<file path="config.mk">
export PLATFORM = sky130hd
export DESIGN_NAME = vga_keyboard_renderer_flat
export DESIGN_NICKNAME = d
export VERILOG_FILES = /design/src/rtl/vga_keyboard_renderer_if.sv /design/src/rtl/vga_keyboard_renderer.sv /design/src/flat_wrapper.sv
export SDC_FILE = /design/constraint.sdc
export NUM_CORES = 1
export LEC_CHECK = 0
export CAP_MARGIN = 10
export CORE_ASPECT_RATIO = 0.7
export CORE_MARGIN = 2
export CORE_UTILIZATION = 55
export CTS_CLUSTER_DIAMETER = 30
export CTS_CLUSTER_SIZE = 16
export DETAILED_ROUTE_END_ITERATION = 6
export PLACE_DENSITY = 0.78
export SYNTH_ARGS = -nofsm -noshare
export SYNTH_HDL_FRONTEND = slang
export SYNTH_HIERARCHICAL = 1
export SYNTH_SLANG_ARGS = --single-unit
</file>
<file path="constraint.sdc">
create_clock -name iClk -period 5.6 [get_ports iClk]
set_clock_uncertainty 0.05 [all_clocks]
set_input_delay 0.56 -clock iClk [delete_from_list [all_inputs] [get_ports iClk]]
set_output_delay 0.56 -clock iClk [all_outputs]
set_load 0.01 [all_outputs]
</file>
<file path="src/rtl/vga_keyboard_renderer_if.sv">
// Video output bundle of the keyboard renderer.
//   oVGA_Hsync/oVGA_Vsync : sync outputs (polarity set by the renderer)
//   oVGA_Red/Green/Blue   : 4-bit colour channels
//   oDe                   : display enable, aligned with RGB
//   oFrameStart           : one-cycle pulse on pixel (0,0)
// master = renderer side (drives), slave = sink side (observes).
interface vga_keyboard_renderer_if;
  logic       oVGA_Hsync;
  logic       oVGA_Vsync;
  logic [3:0] oVGA_Red;
  logic [3:0] oVGA_Green;
  logic [3:0] oVGA_Blue;
  logic       oDe;
  logic       oFrameStart;

  modport master (output oVGA_Hsync, oVGA_Vsync, oVGA_Red, oVGA_Green, oVGA_Blue, oDe, oFrameStart);
  modport slave  (input  oVGA_Hsync, oVGA_Vsync, oVGA_Red, oVGA_Green, oVGA_Blue, oDe, oFrameStart);
endinterface

</file>
<file path="src/rtl/vga_keyboard_renderer.sv">
// VGA timing generator plus piano keyboard / progress-bar pixel renderer.
// Ports:
//   iClk        : pixel clock (generated elsewhere)
//   iReset_n    : asynchronous active-low reset
//   iWhiteMask  : bit k = white key k pressed
//   iBlackMask  : bit k = black key right of white key k pressed
//   iProgress   : song progress in percent (clamped to 100)
//   vga         : video output bundle (master modport)
// Pipeline: counters -> region/key decode -> colour register; sync, DE and
// frame-start ride along so every output is 2 cycles behind the counters.
// Inputs are latched once per frame at counter (0,0) so a frame never tears.
// Optional macro VGA_KEY_HOLD_EN: per-key highlight hold of HOLD_FRAMES frames.

`ifdef VGA_KEY_HOLD_EN
// One key's hold countdown: reload while pressed, count down while released.
module vga_keyboard_hold #(
  parameter int HOLD_FRAMES = 8
) (
  input  logic iClk,
  input  logic iReset_n,
  input  logic iTick,
  input  logic iSet,
  output logic oHi
);
  localparam int W = $clog2(HOLD_FRAMES + 1);
  logic [W-1:0] cnt;

  always_ff @(posedge iClk or negedge iReset_n) begin
    if (!iReset_n)         cnt <= '0;
    else if (iTick) begin
      if (iSet)            cnt <= W'(HOLD_FRAMES);
      else if (cnt != '0)  cnt <= cnt - 1'b1;
    end
  end

  assign oHi = (cnt != '0);
endmodule
`endif

module vga_keyboard_renderer #(
  parameter int   H_DISP      = 1024,
  parameter int   H_FRONT     = 24,
  parameter int   H_SYNC      = 136,
  parameter int   H_BACK      = 160,
  parameter int   V_DISP      = 768,
  parameter int   V_FRONT     = 3,
  parameter int   V_SYNC      = 6,
  parameter int   V_BACK      = 29,
  parameter logic SYNC_POL    = 1'b1,
  parameter int   KEY_COUNT   = 49,
  parameter int   KEY_W       = 19,
  parameter int   KEY_GAP     = 5,
  parameter int   KEY_X0      = 20,
  parameter int   KEY_Y0      = 200,
  parameter int   KEY_H       = 160,
  parameter int   BLACK_W     = 10,
  parameter int   BLACK_H     = 80,
  parameter int   BAR_X0      = 20,
  parameter int   BAR_Y0      = 120,
  parameter int   BAR_W       = 900,
  parameter int   BAR_H       = 40,
  parameter int   HOLD_FRAMES = 8
) (
  input  logic                 iClk,
  input  logic                 iReset_n,
  input  logic [KEY_COUNT-1:0] iWhiteMask,
  input  logic [KEY_COUNT-1:0] iBlackMask,
  input  logic [7:0]           iProgress,
  vga_keyboard_renderer_if.master vga
);
  localparam int H_TOTAL = H_DISP + H_FRONT + H_SYNC + H_BACK;
  localparam int V_TOTAL = V_DISP + V_FRONT + V_SYNC + V_BACK;
  localparam int HW      = $clog2(H_TOTAL);
  localparam int VW      = $clog2(V_TOTAL);
  localparam int KW      = $clog2(KEY_COUNT + 1);
  localparam int OW      = (KEY_W > 1) ? $clog2(KEY_W) : 1;
  localparam int BW      = (BAR_W > 1) ? $clog2(BAR_W) : 1;
  localparam int STAGES  = 2;
  localparam int KEY_X1  = KEY_X0 + KEY_COUNT * KEY_W;
  // A black key straddles a white-key boundary: its left half covers the
  // last BLACK_W/2 columns of key k, its right half the first columns of k+1.
  localparam int BLK_R   = KEY_W - BLACK_W / 2;
  localparam int BLK_L   = BLACK_W - BLACK_W / 2;

  // ---- stage 0: raster counters ----
  logic [HW-1:0] hCnt;
  logic [VW-1:0] vCnt;
  logic [31:0]   hPos, vPos;
  logic          frameTop;

  assign hPos     = 32'(hCnt);
  assign vPos     = 32'(vCnt);
  assign frameTop = (hCnt == '0) && (vCnt == '0);

  always_ff @(posedge iClk or negedge iReset_n) begin
    if (!iReset_n) begin
      hCnt <= '0;
      vCnt <= '0;
    end else if (hPos == H_TOTAL - 1) begin
      hCnt <= '0;
      vCnt <= (vPos == V_TOTAL - 1) ? '0 : vCnt + 1'b1;
    end else begin
      hCnt <= hCnt + 1'b1;
    end
  end

  logic          vis0, hs0, vs0, kbY0, blkY0, kbX0, bar0;
  logic [BW-1:0] barOff0;

  assign vis0    = (hPos < H_DISP) && (vPos < V_DISP);
  assign hs0     = (hPos >= H_DISP + H_FRONT) && (hPos < H_DISP + H_FRONT + H_SYNC);
  assign vs0     = (vPos >= V_DISP + V_FRONT) && (vPos < V_DISP + V_FRONT + V_SYNC);
  assign kbY0    = (vPos >= KEY_Y0) && (vPos < KEY_Y0 + KEY_H);
  assign blkY0   = (vPos >= KEY_Y0) && (vPos < KEY_Y0 + BLACK_H);
  assign kbX0    = (hPos >= KEY_X0) && (hPos < KEY_X1);
  assign bar0    = (hPos >= BAR_X0) && (hPos < BAR_X0 + BAR_W) &&
                   (vPos >= BAR_Y0) && (vPos < BAR_Y0 + BAR_H);
  assign barOff0 = BW'(hPos - BAR_X0);

  // ---- stage 1: region flags and incremental key column tracking ----
  logic [STAGES:1] dePipe, hsPipe, vsPipe, fsPipe;
  logic            kbY1, blkY1, kbX1, bar1;
  logic [BW-1:0]   barOff1;
  logic [OW-1:0]   keyOff;   // column within current white key
  logic [KW-1:0]   keyIdx;   // white key index, saturates at KEY_COUNT
  logic [2:0]      note;     // keyIdx mod 7, tracked alongside keyIdx
  logic [31:0]     off32, idx32;

  assign off32 = 32'(keyOff);
  assign idx32 = 32'(keyIdx);

  always_ff @(posedge iClk or negedge iReset_n) begin
    if (!iReset_n) begin
      dePipe  <= '0;
      hsPipe  <= '0;
      vsPipe  <= '0;
      fsPipe  <= '0;
      kbY1    <= 1'b0;
      blkY1   <= 1'b0;
      kbX1    <= 1'b0;
      bar1    <= 1'b0;
      barOff1 <= '0;
      keyOff  <= '0;
      keyIdx  <= '0;
      note    <= '0;
    end else begin
      dePipe  <= {dePipe[STAGES-1:1], vis0};
      hsPipe  <= {hsPipe[STAGES-1:1], hs0};
      vsPipe  <= {vsPipe[STAGES-1:1], vs0};
      fsPipe  <= {fsPipe[STAGES-1:1], frameTop};
      kbY1    <= kbY0;
      blkY1   <= blkY0;
      kbX1    <= kbX0;
      bar1    <= bar0;
      barOff1 <= barOff0;
      // Restart at the keyboard's left edge every line; outside the keyboard
      // the values are don't-care because kbX1 masks them.
      if (hPos == KEY_X0) begin
        keyOff <= '0;
        keyIdx <= '0;
        note   <= '0;
      end else if (keyOff == OW'(KEY_W - 1)) begin
        keyOff <= '0;
        if (idx32 < KEY_COUNT) keyIdx <= keyIdx + 1'b1;
        note   <= (note == 3'd6) ? 3'd0 : note + 3'd1;
      end else begin
        keyOff <= keyOff + 1'b1;
      end
    end
  end

  // ---- per-frame input latch / highlight state ----
  logic [7:0]           progLat;
  logic [KEY_COUNT-1:0] whiteHi, blackHi;

  always_ff @(posedge iClk or negedge iReset_n) begin
    if (!iReset_n)     progLat <= '0;
    else if (frameTop) progLat <= (iProgress > 8'd100) ? 8'd100 : iProgress;
  end

`ifdef VGA_KEY_HOLD_EN
  // Countdowns step at the same instant the frame latch samples, so a key
  // pressed for one frame stays lit for HOLD_FRAMES frames from that frame.
  for (genvar k = 0; k < KEY_COUNT; k++) begin : gHold
    vga_keyboard_hold #(.HOLD_FRAMES(HOLD_FRAMES)) uHoldW (
      .iClk(iClk), .iReset_n(iReset_n), .iTick(frameTop),
      .iSet(iWhiteMask[k]), .oHi(whiteHi[k]));
    vga_keyboard_hold #(.HOLD_FRAMES(HOLD_FRAMES)) uHoldB (
      .iClk(iClk), .iReset_n(iReset_n), .iTick(frameTop),
      .iSet(iBlackMask[k]), .oHi(blackHi[k]));
  end
`else
  always_ff @(posedge iClk or negedge iReset_n) begin
    if (!iReset_n) begin
      whiteHi <= '0;
      blackHi <= '0;
    end else if (frameTop) begin
      whiteHi <= iWhiteMask;
      blackHi <= iBlackMask;
    end
  end
`endif

  // ---- stage 2: colour select ----
  // Latched state is consumed here, one cycle after the latch loads, so
  // pixel (0,0) already sees the new frame's values.
  logic          noteR, noteL, blkR, blkL, inWhite, inBlack, isGap;
  logic          whitePick, blackPick, barFill;
  logic [KW-1:0] blkIdx;
  logic [11:0]   rgbNext, rgbReg;

  always_comb begin
    noteR   = (note == 3'd0) || (note == 3'd1) || (note == 3'd3) ||
              (note == 3'd4) || (note == 3'd5);
    noteL   = (note == 3'd1) || (note == 3'd2) || (note == 3'd4) ||
              (note == 3'd5) || (note == 3'd6);
    blkR    = noteR && (off32 >= BLK_R) && (idx32 < KEY_COUNT - 1);
    blkL    = noteL && (off32 < BLK_L) && (idx32 != 32'd0);
    blkIdx  = blkR ? keyIdx : keyIdx - 1'b1;
    inWhite = kbX1 && kbY1;
    inBlack = inWhite && blkY1 && (blkR || blkL);
    isGap   = off32 < KEY_GAP;
    whitePick = 1'b0;
    blackPick = 1'b0;
    for (int k = 0; k < KEY_COUNT; k++) begin
      if (keyIdx == KW'(k)) whitePick = whiteHi[k];
      if (blkIdx == KW'(k)) blackPick = blackHi[k];
    end
    barFill = (32'(barOff1) * 32'd100) < (32'(progLat) * 32'(BAR_W));
    rgbNext = 12'h000;
    if (dePipe[1]) begin
      if (inBlack)      rgbNext = blackPick ? 12'hF80 : 12'h333;
      else if (inWhite) rgbNext = isGap ? 12'h00F : (whitePick ? 12'h0F0 : 12'hFFF);
      else if (bar1)    rgbNext = barFill ? 12'hFF0 : 12'h0F0;
    end
  end

  always_ff @(posedge iClk or negedge iReset_n) begin
    if (!iReset_n) rgbReg <= '0;
    else           rgbReg <= rgbNext;
  end

  assign vga.oVGA_Red    = rgbReg[11:8];
  assign vga.oVGA_Green  = rgbReg[7:4];
  assign vga.oVGA_Blue   = rgbReg[3:0];
  assign vga.oDe         = dePipe[STAGES];
  assign vga.oFrameStart = fsPipe[STAGES];
  assign vga.oVGA_Hsync  = hsPipe[STAGES] ? SYNC_POL : ~SYNC_POL;
  assign vga.oVGA_Vsync  = vsPipe[STAGES] ? SYNC_POL : ~SYNC_POL;
endmodule

</file>
<file path="src/flat_wrapper.sv">
// flat-port wrapper written by rule: the top's interface ports become plain ports
module vga_keyboard_renderer_flat 
#(
  parameter int   H_DISP      = 1024,
  parameter int   H_FRONT     = 24,
  parameter int   H_SYNC      = 136,
  parameter int   H_BACK      = 160,
  parameter int   V_DISP      = 768,
  parameter int   V_FRONT     = 3,
  parameter int   V_SYNC      = 6,
  parameter int   V_BACK      = 29,
  parameter logic SYNC_POL    = 1'b1,
  parameter int   KEY_COUNT   = 49,
  parameter int   KEY_W       = 19,
  parameter int   KEY_GAP     = 5,
  parameter int   KEY_X0      = 20,
  parameter int   KEY_Y0      = 200,
  parameter int   KEY_H       = 160,
  parameter int   BLACK_W     = 10,
  parameter int   BLACK_H     = 80,
  parameter int   BAR_X0      = 20,
  parameter int   BAR_Y0      = 120,
  parameter int   BAR_W       = 900,
  parameter int   BAR_H       = 40,
  parameter int   HOLD_FRAMES = 8
)
  (iClk, iReset_n, iWhiteMask, iBlackMask, iProgress, vga_oVGA_Hsync, vga_oVGA_Vsync, vga_oVGA_Red, vga_oVGA_Green, vga_oVGA_Blue, vga_oDe, vga_oFrameStart);
  vga_keyboard_renderer_if vga_i ();
  input  logic iClk;
  input  logic iReset_n;
  input  logic [KEY_COUNT-1:0] iWhiteMask;
  input  logic [KEY_COUNT-1:0] iBlackMask;
  input  logic [7:0] iProgress;
  output wire logic [$bits(vga_i.oVGA_Hsync)-1:0] vga_oVGA_Hsync;
  output wire logic [$bits(vga_i.oVGA_Vsync)-1:0] vga_oVGA_Vsync;
  output wire logic [$bits(vga_i.oVGA_Red)-1:0] vga_oVGA_Red;
  output wire logic [$bits(vga_i.oVGA_Green)-1:0] vga_oVGA_Green;
  output wire logic [$bits(vga_i.oVGA_Blue)-1:0] vga_oVGA_Blue;
  output wire logic [$bits(vga_i.oDe)-1:0] vga_oDe;
  output wire logic [$bits(vga_i.oFrameStart)-1:0] vga_oFrameStart;
  assign vga_oVGA_Hsync = vga_i.oVGA_Hsync;
  assign vga_oVGA_Vsync = vga_i.oVGA_Vsync;
  assign vga_oVGA_Red = vga_i.oVGA_Red;
  assign vga_oVGA_Green = vga_i.oVGA_Green;
  assign vga_oVGA_Blue = vga_i.oVGA_Blue;
  assign vga_oDe = vga_i.oDe;
  assign vga_oFrameStart = vga_i.oFrameStart;
  vga_keyboard_renderer #(.H_DISP(H_DISP), .H_FRONT(H_FRONT), .H_SYNC(H_SYNC), .H_BACK(H_BACK), .V_DISP(V_DISP), .V_FRONT(V_FRONT), .V_SYNC(V_SYNC), .V_BACK(V_BACK), .SYNC_POL(SYNC_POL), .KEY_COUNT(KEY_COUNT), .KEY_W(KEY_W), .KEY_GAP(KEY_GAP), .KEY_X0(KEY_X0), .KEY_Y0(KEY_Y0), .KEY_H(KEY_H), .BLACK_W(BLACK_W), .BLACK_H(BLACK_H), .BAR_X0(BAR_X0), .BAR_Y0(BAR_Y0), .BAR_W(BAR_W), .BAR_H(BAR_H), .HOLD_FRAMES(HOLD_FRAMES)) u_core (.iClk(iClk), .iReset_n(iReset_n), .iWhiteMask(iWhiteMask), .iBlackMask(iBlackMask), .iProgress(iProgress), .vga(vga_i));
endmodule
</file>
### After elaboration in Yosys (flattened, before gate mapping)

Index checks and enable logic that the tools add are counted.

| storage, ports and cells | value |
|---|---|
| register bits after elaboration | 175 |
| word-level logic and storage cells | 308 |
| output and inout port bits | 16 |
| bits of input ports | 108 |

| cells by class | value |
|---|---|
| add/subtract/negate cells | 7 |
| $lt $le $gt $ge | 20 |
| mux-type cells | 120 |
| multipliers | 2 |
| equal/unequal tests | 106 |
| reductions and logical operators | 35 |

Operators with widths:

| cell | count |
|---|---|
| 6-bit equality test (second input constant) | 34 |
| 6-bit by 5-bit equality test with 1-bit output (second input constant) | 32 |
| 1-bit two-way mux | 100 |
| 6-bit by 4-bit equality test with 1-bit output (second input constant) | 16 |
| 12-bit two-way mux | 8 |
| 6-bit by 3-bit equality test with 1-bit output (second input constant) | 8 |
| 32-bit nonzero test | 1 |
| 6-bit by 2-bit equality test with 1-bit output (second input constant) | 4 |
| 6-bit two-way mux | 4 |
| 11-bit by 10-bit < comparator with 1-bit output (second input constant) | 2 |
| 11-bit < comparator (second input constant) | 2 |
| 10-bit < comparator (second input constant) | 2 |
| 10-bit by 9-bit < comparator with 1-bit output (second input constant) | 2 |
| 17-bit by 18-bit < comparator with 1-bit output | 1 |
| 1-bit logical AND | 17 |
| 8-bit by 8-bit multiplier with 16-bit output (second input constant) | 1 |
| 10-bit by 5-bit multiplier with 15-bit output (second input constant) | 1 |
| 6-bit by 1-bit equality test with 1-bit output (second input constant) | 2 |
| 6-bit zero test | 2 |
| 6-bit < comparator (second input constant) | 2 |
| 11-bit by 1-bit adder with 11-bit output (second input constant) | 1 |
| 11-bit equality test (second input constant) | 1 |
| 11-bit by 5-bit equality test with 1-bit output (second input constant) | 1 |
| 11-bit >= comparator (second input constant) | 1 |
| 30 further kinds | 45 |

### Logic depth before layout (Yosys ltp)

Gate-level depths: netlist (run 1).

| depth | value |
|---|---|
| word-level depth | 61 |
| gate-level depth with buffers | 25 |

### Least setup slack after synthesis (run 1)

OpenSTA, ideal clock, no wires.

| path | value |
|---|---|
| kind | register to register |
| start point | register u_core.barOff1[2] |
| end point | register u_core.rgbReg[10] |
| path slack | 1129 ps |
| data arrival time | 4297 ps |
| buffers on the path | 0 |
| stages on the path, launching flop included | 26 |
| data required time | 5426 ps |
| setup time | 124 ps |
| path through | dfrtp_1 ha_1 ha_1 inv_1 fa_1 inv_1 ha_1 a21oi_1 o21ai_0 a21oi_1 nand2b_1 a21boi_0 o21ai_0 nand2b_1 a21oi_1 xnor2_1 ha_1 nand4_1 nor2_1 o21ai_0 nand3_1 a31oi_1 o311a_1 a211oi_1 nor2_1 o31a_1 |

| between the ends | value |
|---|---|
| longest elaborated chain between the ends | 7 |

Ends and longest elaborated chain:

| element | RTL line | text |
|---|---|---|
| from (decl) | vga_keyboard_renderer.sv:123 | `logic [BW-1:0] barOff1;` |
| from (signal assigned) | vga_keyboard_renderer.sv:155 | `barOff1 <= barOff0;` |
| 10-bit by 5-bit multiplier with 15-bit output | vga_keyboard_renderer.sv:229 | `barFill = (32'(barOff1) * 32'd100) < (32'(progLat) * 32'(BAR_W));` |
| 17-bit by 18-bit < comparator with 1-bit output | vga_keyboard_renderer.sv:229 |  |
| 12-bit two-way mux (2 in series) | vga_keyboard_renderer.sv:234 | `else if (bar1) rgbNext = barFill ? 12'hFF0 : 12'h0F0;` |
| 12-bit two-way mux | vga_keyboard_renderer.sv:233 | `else if (inWhite) rgbNext = isGap ? 12'h00F : (whitePick ? 12'h0F0 : 12'hFFF);` |
| 12-bit two-way mux | vga_keyboard_renderer.sv:232 | `if (inBlack) rgbNext = blackPick ? 12'hF80 : 12'h333;` |
| 12-bit two-way mux | vga_keyboard_renderer.sv:231 | `if (dePipe[1]) begin` |
| via u_core.rgbNext[10] | vga_keyboard_renderer.sv:210 | `logic [11:0] rgbNext, rgbReg;` |
| to (signal assigned) | vga_keyboard_renderer.sv:240 | `else rgbReg <= rgbNext;` |
| to (decl) | vga_keyboard_renderer.sv:210 |  |

The timed path passes the listed nets, and every way through them passes these cells.
A chain may end at the register's enable or synchronous reset.

### Worst setup path after layout (run 1)

| path | value |
|---|---|
| start point | register u_core.progLat[0] |
| end point | register u_core.rgbReg[10] |

| between the ends | value |
|---|---|
| longest elaborated chain between the ends | 7 |

Ends and longest elaborated chain:

| element | RTL line | text |
|---|---|---|
| from (decl) | vga_keyboard_renderer.sv:173 | `logic [7:0] progLat;` |
| from (signal assigned) | vga_keyboard_renderer.sv:178 | `else if (frameTop) progLat <= (iProgress > 8'd100) ? 8'd100 : iProgress;` |
| 8-bit by 8-bit multiplier with 16-bit output | vga_keyboard_renderer.sv:229 |  |
| 17-bit by 18-bit < comparator with 1-bit output | vga_keyboard_renderer.sv:229 |  |
| 12-bit two-way mux (2 in series) | vga_keyboard_renderer.sv:234 |  |
| 12-bit two-way mux | vga_keyboard_renderer.sv:233 |  |
| 12-bit two-way mux | vga_keyboard_renderer.sv:232 |  |
| 12-bit two-way mux | vga_keyboard_renderer.sv:231 |  |
| via u_core.rgbNext[10] | vga_keyboard_renderer.sv:210 |  |

The timed path passes the listed nets, and every way through them passes these cells.

==> metrics.md, run 1 <==
| Metric | Value |
|---|---|
| Unrepaired setup endpoints after global routing | false |
| Synth Flop Type | dfrtp_1 |
| Post-synth ARST share | 1.00 |
| Worst setup path startpoint | u_core/progLat[0] |
| Core footprint | between 20000 and 25000 µm² |
| Crit-path max cell delay | about 500 ps |
| Nets@finish | 1607 |
| Area growth, synth to finish | 16.7% |
| DIE HEIGHT | about 120 µm |
| Post-route ant nets | 0 |
| Most used cell, CP | ha_1 |
| CTS root buf | clkbuf_16 |
| Port bufs | between 100 and 150 |
| Global route total overflow | 0 |
| Min-delay src | u_core/fsPipe[1] |
| Ports | 124 |
| Worst-Margin Slew | around 1000 ps |
| Post-synth top area share | 0.376 |
| Initial Util | 0.566 |
| Hold_buf cts | 1 |
| Pin count of the biggest net entering global routing | 110 |
| Sequential-to-total area share from yosys stat | 0.376 |
| Die area | between 20000 and 25000 µm² |
| Number of global-route vias before repair | ~9000 |
| Switching Fraction | 0.259 |
| CTS Buf Count | 17 |
| Post-CTS Resized | 0 |
| Setup Buffers After CTS | 0 |
| DR WL/cell | roughly 17 µm |
| Synth cell count leaders | 335 x nand2_1, 170 x dfrtp_1, 102 x ha_1, 71 x inv_1, 68 x nor2_1 |
| Fmax | roughly 200 MHz |
| DRC errors left | 0 |
| Final hold vios | 0 |
| Final Worst Setup Slack | 677 ps |
| Crit Path Max Fanout | 5 |
| Final wirelength | 28100 µm |
| Pre-antenna DRT Iters | 5 |
| Slew margin rel. | 0.310 |
| Mapped Cells | roughly 1300 |
| Clock buffer depth | 2 |
| GPL Wtd Cong | between 0.9 and 1 |
| Crit path kind | flip-flop to flip-flop |
| Starting DRC count in detailed routing | just over 1000 |
| P_leak | around 0.0063 µW |
| Finished Core Util | 0.660 |
| Net Count, Synth | 1533 |
| Die width | 175 µm |
| Cell internal pwr | roughly 2100 µW |
| CP Cell Sequence | fa_1 -> ha_1 -> ha_1 -> ha_1 -> ha_1 -> inv_1 -> fa_1 -> nor2b_1 -> o21ai_0 -> a21oi_1 -> o21ai_0 -> nand2b_1 -> xnor2_1 -> ha_1 -> nand4_1 -> nor2_1 -> o21ai_0 -> nand3_1 -> a31oi_1 -> o311a_1 -> a211oi_1 -> nor2_1 -> o31a_1 |
| First-pass GRT wire length | ~46000 µm |
| Max H-tree Level | 4 |
| Hold Path Class | flip-flop to flip-flop |
| Endpoints failing setup | 0 |
| Synth area leaders | dfrtp_1 38%, ha_1 11%, nand2_1 11%, inv_1 2.4%, fa_1 2.3% |
| Yosys warnings | 6 |
| Final HPWL DP | between 20000 and 25000 µm |
| Share of layout cells above drive strength 1 | 0.0515 |
| Max_cap viols | 0 |
| Switching power | 725 µW |
| Final Max Tran Viols | 0 |
| Hold slack | 300 ps |
| Clk_lat worst skew | approximately 430 ps |
| Logic pwr share | 0.115 |
| Mapped cell area | between 10000 and 15000 µm² |
| Initial antenna violation count | 0 |
| Vias per inst | around 5.9 |
| Startpoint Class | flip-flop |
| Max VDD drop | between 150 and 200 µV |
| Seq pwr share | 0.464 |
| Period Utilization, post-route | 0.879 |
| # rows | 43 |
| EDFF count, synth | 0 |
| Worst path required time | about 5900 ps |
| Top-count cell post-synth | nand2_1 |
| Status | finished clean |
| Crit path capture type | flip-flop |
| Clk pin slew, worst setup/hold paths | 70 ps |
| Vias | just under 10000 |
| GR Util All Layers | 0.266 |
| #FFs+latches synth | between 150 and 200 |
| Cell taking the most area after synthesis | dfrtp_1 |
| Post-synthesis cell type count | roughly 90 |
| Worst endpoint data arrival time | around 5200 ps |
| Period minus WS final | between 4000 and 5000 ps |
| Pre-CTS setup slack | 702 ps |
| Slowest CP cell | fa_1 |
| Clock power frac | 0.420 |
| Overall power | about 2800 µW |
| Worst R2R Start | u_core/progLat[0] |
| CTS tree | built |
| Mean area per synthesized cell | 8.64 µm² |
| Setup_tns | 0 ps |
| Antenna cells | 0 |
| Power Density | 212 nW/µm² |
| # clock sinks | 170 |
cells by family after synthesis:
family,count (synthesis),share of synthesized area
simple gates,553,0.216
flops,170,0.376
fa+ha+maj,115,0.136
compound gates,261,0.167
xor+xnor,42,0.0325
buf+inv,149,0.0541
mux,20,0.0181
power groups by stage:
| stage | Clock [µW] | Sequential [µW] | Combinational [µW] |
|---|---|---|---|
| finish | 1180 | 1300 | 323 |
| CTS | 1200 | 1300 | 326 |
| floorplan | 0 | 1310 | 173 |
| detailed placement | 0 | 1320 | 322 |
| global placement | 0 | 1320 | 307 |
| global route | 1250 | 1300 | 372 |
worst max-delay path: cells and delay by family (launching register included):
family	cells	cell delay (ps)
xor gates and xnor gates	1	150
and+or+nand+nor	6	570
buffers and inverters	1	70
AOI/OAI and AO/OA	8	1420
DFF	1	450
adders and majority gates	7	2100
cells in the final DEF, fill, tap and decap left out, drive strengths merged, types with 5 or more instances in the layout:
cell           Yosys  final
nand2            335    335
dfrtp            170    170
clkdlybuf4s50      0    122
ha               102    102
inv               71     79
nor2              70     70
o21ai             58     58
a21oi             49     49
nor3              29     29
xnor2             26     26
nand3             20     20
clkbuf            56     19
nor2b             18     18
nand2b            16     16
xor2              16     16
mux2i             16     16
fa                13     13
a221oi            12     12
o211ai            12     12
nand4             11     11
a211oi            11     11
a31oi             10     10
a21o               9      9
o221ai             9      9
o21bai             8      8
a21boi             8      8
buf               20      8
and2               7      7
and3               7      7
nand3b             7      7
or2                7      7
o22ai              6      6
nor4               6      6
a311oi             5      5
a32oi              5      5
or3                5      5
o221a              5      5
routing by layer:
metal	wire length, µm	track usage
met1	13200	0.393
met2	12200	0.394
met3	2110	0.0513
met4	637	0.0863
met5	0	0
cell type report:
cell class / count / area, µm²
inverter: 73 / 274
tap: 270 / 338
fill: 1650 / 6810
timing repair buffer: 131 / 1290
sequential: 170 / 4250
clock inverter: 13 / 153
clock buffer: 19 / 433
multi-input combinational: 991 / 6460
worst paths after layout:
check	endpoint	slack, ps	cells after the start
hold reg to reg	u_core/fsPipe[2]	300	0
hold / removal	u_core/fsPipe[2]	300	0
setup / recovery	u_core/rgbReg[10]	680	23
max in group asynchronous	u_core/blackHi[8]	3720	3
min in group asynchronous	u_core/vCnt[0]	530	2
setup reg to reg	u_core/rgbReg[10]	680	23
per-stage QoR:
step           instances  cell area (µm²)
2_1_floorplan       1310            11300
3_3_place_gp        1634            12600
3_5_place_dp        1634            12600
4_1_cts             1667            13200
5_1_grt             1667            13200
6_report            1667            13200
sequential cells by signal (all words and copies together), names as in the netlist:
signal and flops:
u_core/progLat 8, u_core/hCnt 11, u_core/vCnt 10, u_core/hsPipe 2, u_core/blackHi 49, u_core/keyOff 5
u_core/keyIdx 6, u_core/barOff1 10, u_core/rgbReg 7, u_core/fsPipe 2, u_core/bar1 1, u_core/blkY1 1
u_core/vsPipe 2, u_core/whiteHi 49, u_core/kbX1 1, u_core/dePipe 2, u_core/note 3, u_core/kbY1 1
No activity file was read; power rests on OpenSTA's default activity.
==> run 2, diff against run 1 <==
ABC_AREA = 0   (was unset)
==> results of run 2 <==
Final layout, timing and power as in run 1 (identical DEF).
==> run 3, diff against run 2 <==
CORE_UTILIZATION = 24   (was 55)
PLACE_DENSITY = unset   (was 0.78)
==> run 3 against run 2 <==
Against the previous run: clock power about the same; core utilization decreased by 37 points; largest power group unchanged; highest routed layer unchanged; critical endpoint unchanged; cell count increased by 20%; total power increased by 1.4%.
==> metrics.md, run 3 (synthesized netlist as in run 1, its figures left out) <==
| Metric | Value |
|---|---|
| Final hold vios | 0 (unchanged) |
| Worst path required time | 5880 ps (about the same) |
| Final wirelength | 31800 µm (+13%) |
| Flop2flop setup slack | 650 ps (-30 ps) |
| CTS tree | built |
| Crit-path max cell delay | 500 ps (about the same) |
| # rows | 66 (+53%) |
| First-pass GRT wire length | 51400 µm (+12%) |
| Share of layout cells above drive strength 1 | 0.0530 (+0.00147) |
| Pre-CTS setup slack | 664 ps (-38.0 ps) |
| CTS root buf | clkbuf_16 |
| Area growth, synth to finish | 20.6% |
| Period Utilization, post-route | 0.884 (+0.00509) |
| Crit Path Max Fanout | 3 (-2) |
| Starting DRC count in detailed routing | 799 (-21%) |
| GR Util All Layers | 0.132 (-0.134) |
| Die width | 264 µm (+50%) |
| FILL cells | 4901 (+200%) |
| Final Worst Setup Slack | 648 ps (-28.5 ps) |
| Met3 wire length | 1670 µm (-21%) |
| Max_cap viols | 0 (unchanged) |
| # clock sinks | 170 (unchanged) |
| Crit path capture type | flip-flop |
| Clock buffer depth | 2 (unchanged) |
| Setup Buffers After CTS | 0 (unchanged) |
| Core footprint | 46500 µm² (+130%) |
| Initial antenna violation count | 1 (+1) |
| Pin count of the biggest net entering global routing | 79 (-28%) |
| Most used cell, CP | ha_1 |
| DRC errors left | 0 (unchanged) |
| Vias per inst | 4.79 (-18%) |
| Met2 WL post-DR | 13800 µm (+13%) |
| Hold_buf cts | 0 (-1) |
| Setup_tns | 0 ps (unchanged) |
| Commonest non-fill, non-tap cells in the layout | 335 x nand2_1, 170 x dfrtp_1, 122 x clkdlybuf4s50_1, 102 x ha_1, 71 x inv_1 |
| Design area | 13700 µm² (+3.4%) |
| Metal1 wirelength | 16000 µm (+21%) |
| Crit path kind | flip-flop to flip-flop |
| GPL Wtd Cong | 0.885 (-5.9%) |
| Status | finished clean |
| Startpoint Class | flip-flop |
| Regs by FF count | u_core/blackHi: 49 flops, u_core/whiteHi: 49 flops, u_core/hCnt: 11 flops |
| Hold Path Class | input port to async pin |
| Antenna cells | 0 (unchanged) |
| P_leak | 0.00627 µW (+0.29%) |
| DIE HEIGHT | 186 µm (+50%) |
| Pre-antenna DRT Iters | 5 (unchanged) |
| Period minus WS final | 4950 ps (+28.5 ps) |
| Unrepaired setup endpoints after global routing | false |
| Worst R2R Start | u_core/barOff1[2] |
| Die area | 48900 µm² (+120%) |
| Fmax | 202 MHz (-0.58%) |
| Max H-tree Level | 4 (unchanged) |
| Post-CTS Resized | 0 (unchanged) |
| Worst endpoint data arrival time | 5230 ps (+40 ps) |
| Cells on worst reg2reg path | 25 (+8.7%) |
| Slew margin rel. | 0.353 (+0.0430) |
| Max VDD drop | 165 µV (-16%) |
| Worst-Margin Slew | 971 ps (-64.4 ps) |
| Port bufs | 123 (unchanged) |
| Endpoints failing setup | 0 (unchanged) |
| Vias | 9627 (-1.4%) |
| Post-route ant nets | 0 (unchanged) |
| Clk pin slew, worst setup/hold paths | 70 ps (about the same) |
| Slowest CP cell | fa_1 |
| Global route total overflow | 0 (unchanged) |
| DR WL/cell | 15.8 µm (-6.2%) |
| Dpl cell area | 13100 µm² (+3.5%) |
| Final Max Tran Viols | 0 (unchanged) |
| Clk_lat worst skew | 450 ps (+20 ps) |
| CTS Buf Count | 17 (unchanged) |
| Commonest non-fill, non-tap cell in the layout | nand2_1 |
| Top Metal Used | met4 |
| Reg2reg end | u_core/rgbReg[10] |
| Ports | 124 (unchanged) |
| Final HPWL DP | 23900 µm (+18%) |
| Number of global-route vias before repair | 9312 (+1.8%) |
| Initial Util | 0.243 (-0.322) |
| Nets@finish | 1608 (+0.062%) |
| Power Density | 208 nW/µm² (-1.9%) |
[run 3: through the flow]
stage	std cells	hold slack, ps	total power (µW)	utilization
global route	2008	122	2970	0.294
global placement	1978	285	1640	0.281
CTS	2008	86.0	2880	0.294
floorplan	1310	214	1480	-
detailed placement	1978	285	1650	0.281
finish	2008	78.0	2840	0.294
[run 3: where the power goes]
group | total, µW | switching [µW] | internal (µW) | leakage, µW
combinational | 328 | 158 | 170 | 0.00391
sequential | 1300 | 34.0 | 1270 | 0.00207
clock | 1210 | 504 | 705 | 0.000293
[run 3: routing by layer]
| metal | up-vias | GRT usage |
|---|---|---|
| met5 | - | 0 |
| met4 | 0 | 0.0302 |
| met3 | 30 | 0.0255 |
| met2 | 281 | 0.198 |
| met1 | 4641 | 0.194 |
| li1 | 4675 | - |
[run 3: worst max path at each step]
stage	start	endpoint	slack, ps	cells after the start
2_1_floorplan	u_core/barOff1[2]	u_core/rgbReg[10]	1130	25
3_3_place_gp	u_core/barOff1[2]	u_core/rgbReg[10]	880	25
3_5_place_dp	u_core/barOff1[2]	u_core/rgbReg[10]	660	25
4_1_cts	u_core/barOff1[2]	u_core/rgbReg[10]	650	25
5_1_grt	u_core/barOff1[2]	u_core/rgbReg[10]	170	24
6_report	u_core/barOff1[2]	u_core/rgbReg[10]	650	25
[run 3: area by class of cell]
| type | count | area, µm² | share of cell area |
|---|---|---|---|
| inverter | 73 | 274 | 0.0201 |
| clock buffer | 22 | 484 | 0.0355 |
| clock inverter | 8 | 109 | 0.00797 |
| timing repair buffer | 132 | 1300 | 0.0952 |
| tap | 612 | 766 | 0.0561 |
| multi-input combinational | 991 | 6460 | 0.474 |
| sequential | 170 | 4250 | 0.312 |
[run 3: worst max-delay path: cells and delay by family, from the launching register on]
family | cells | cell delay (ps)
flops | 1 | 410
simple gates | 6 | 660
xor+xnor | 1 | 100
fa+ha+maj | 5 | 1700
compound gates | 11 | 1820
buf+inv | 2 | 100
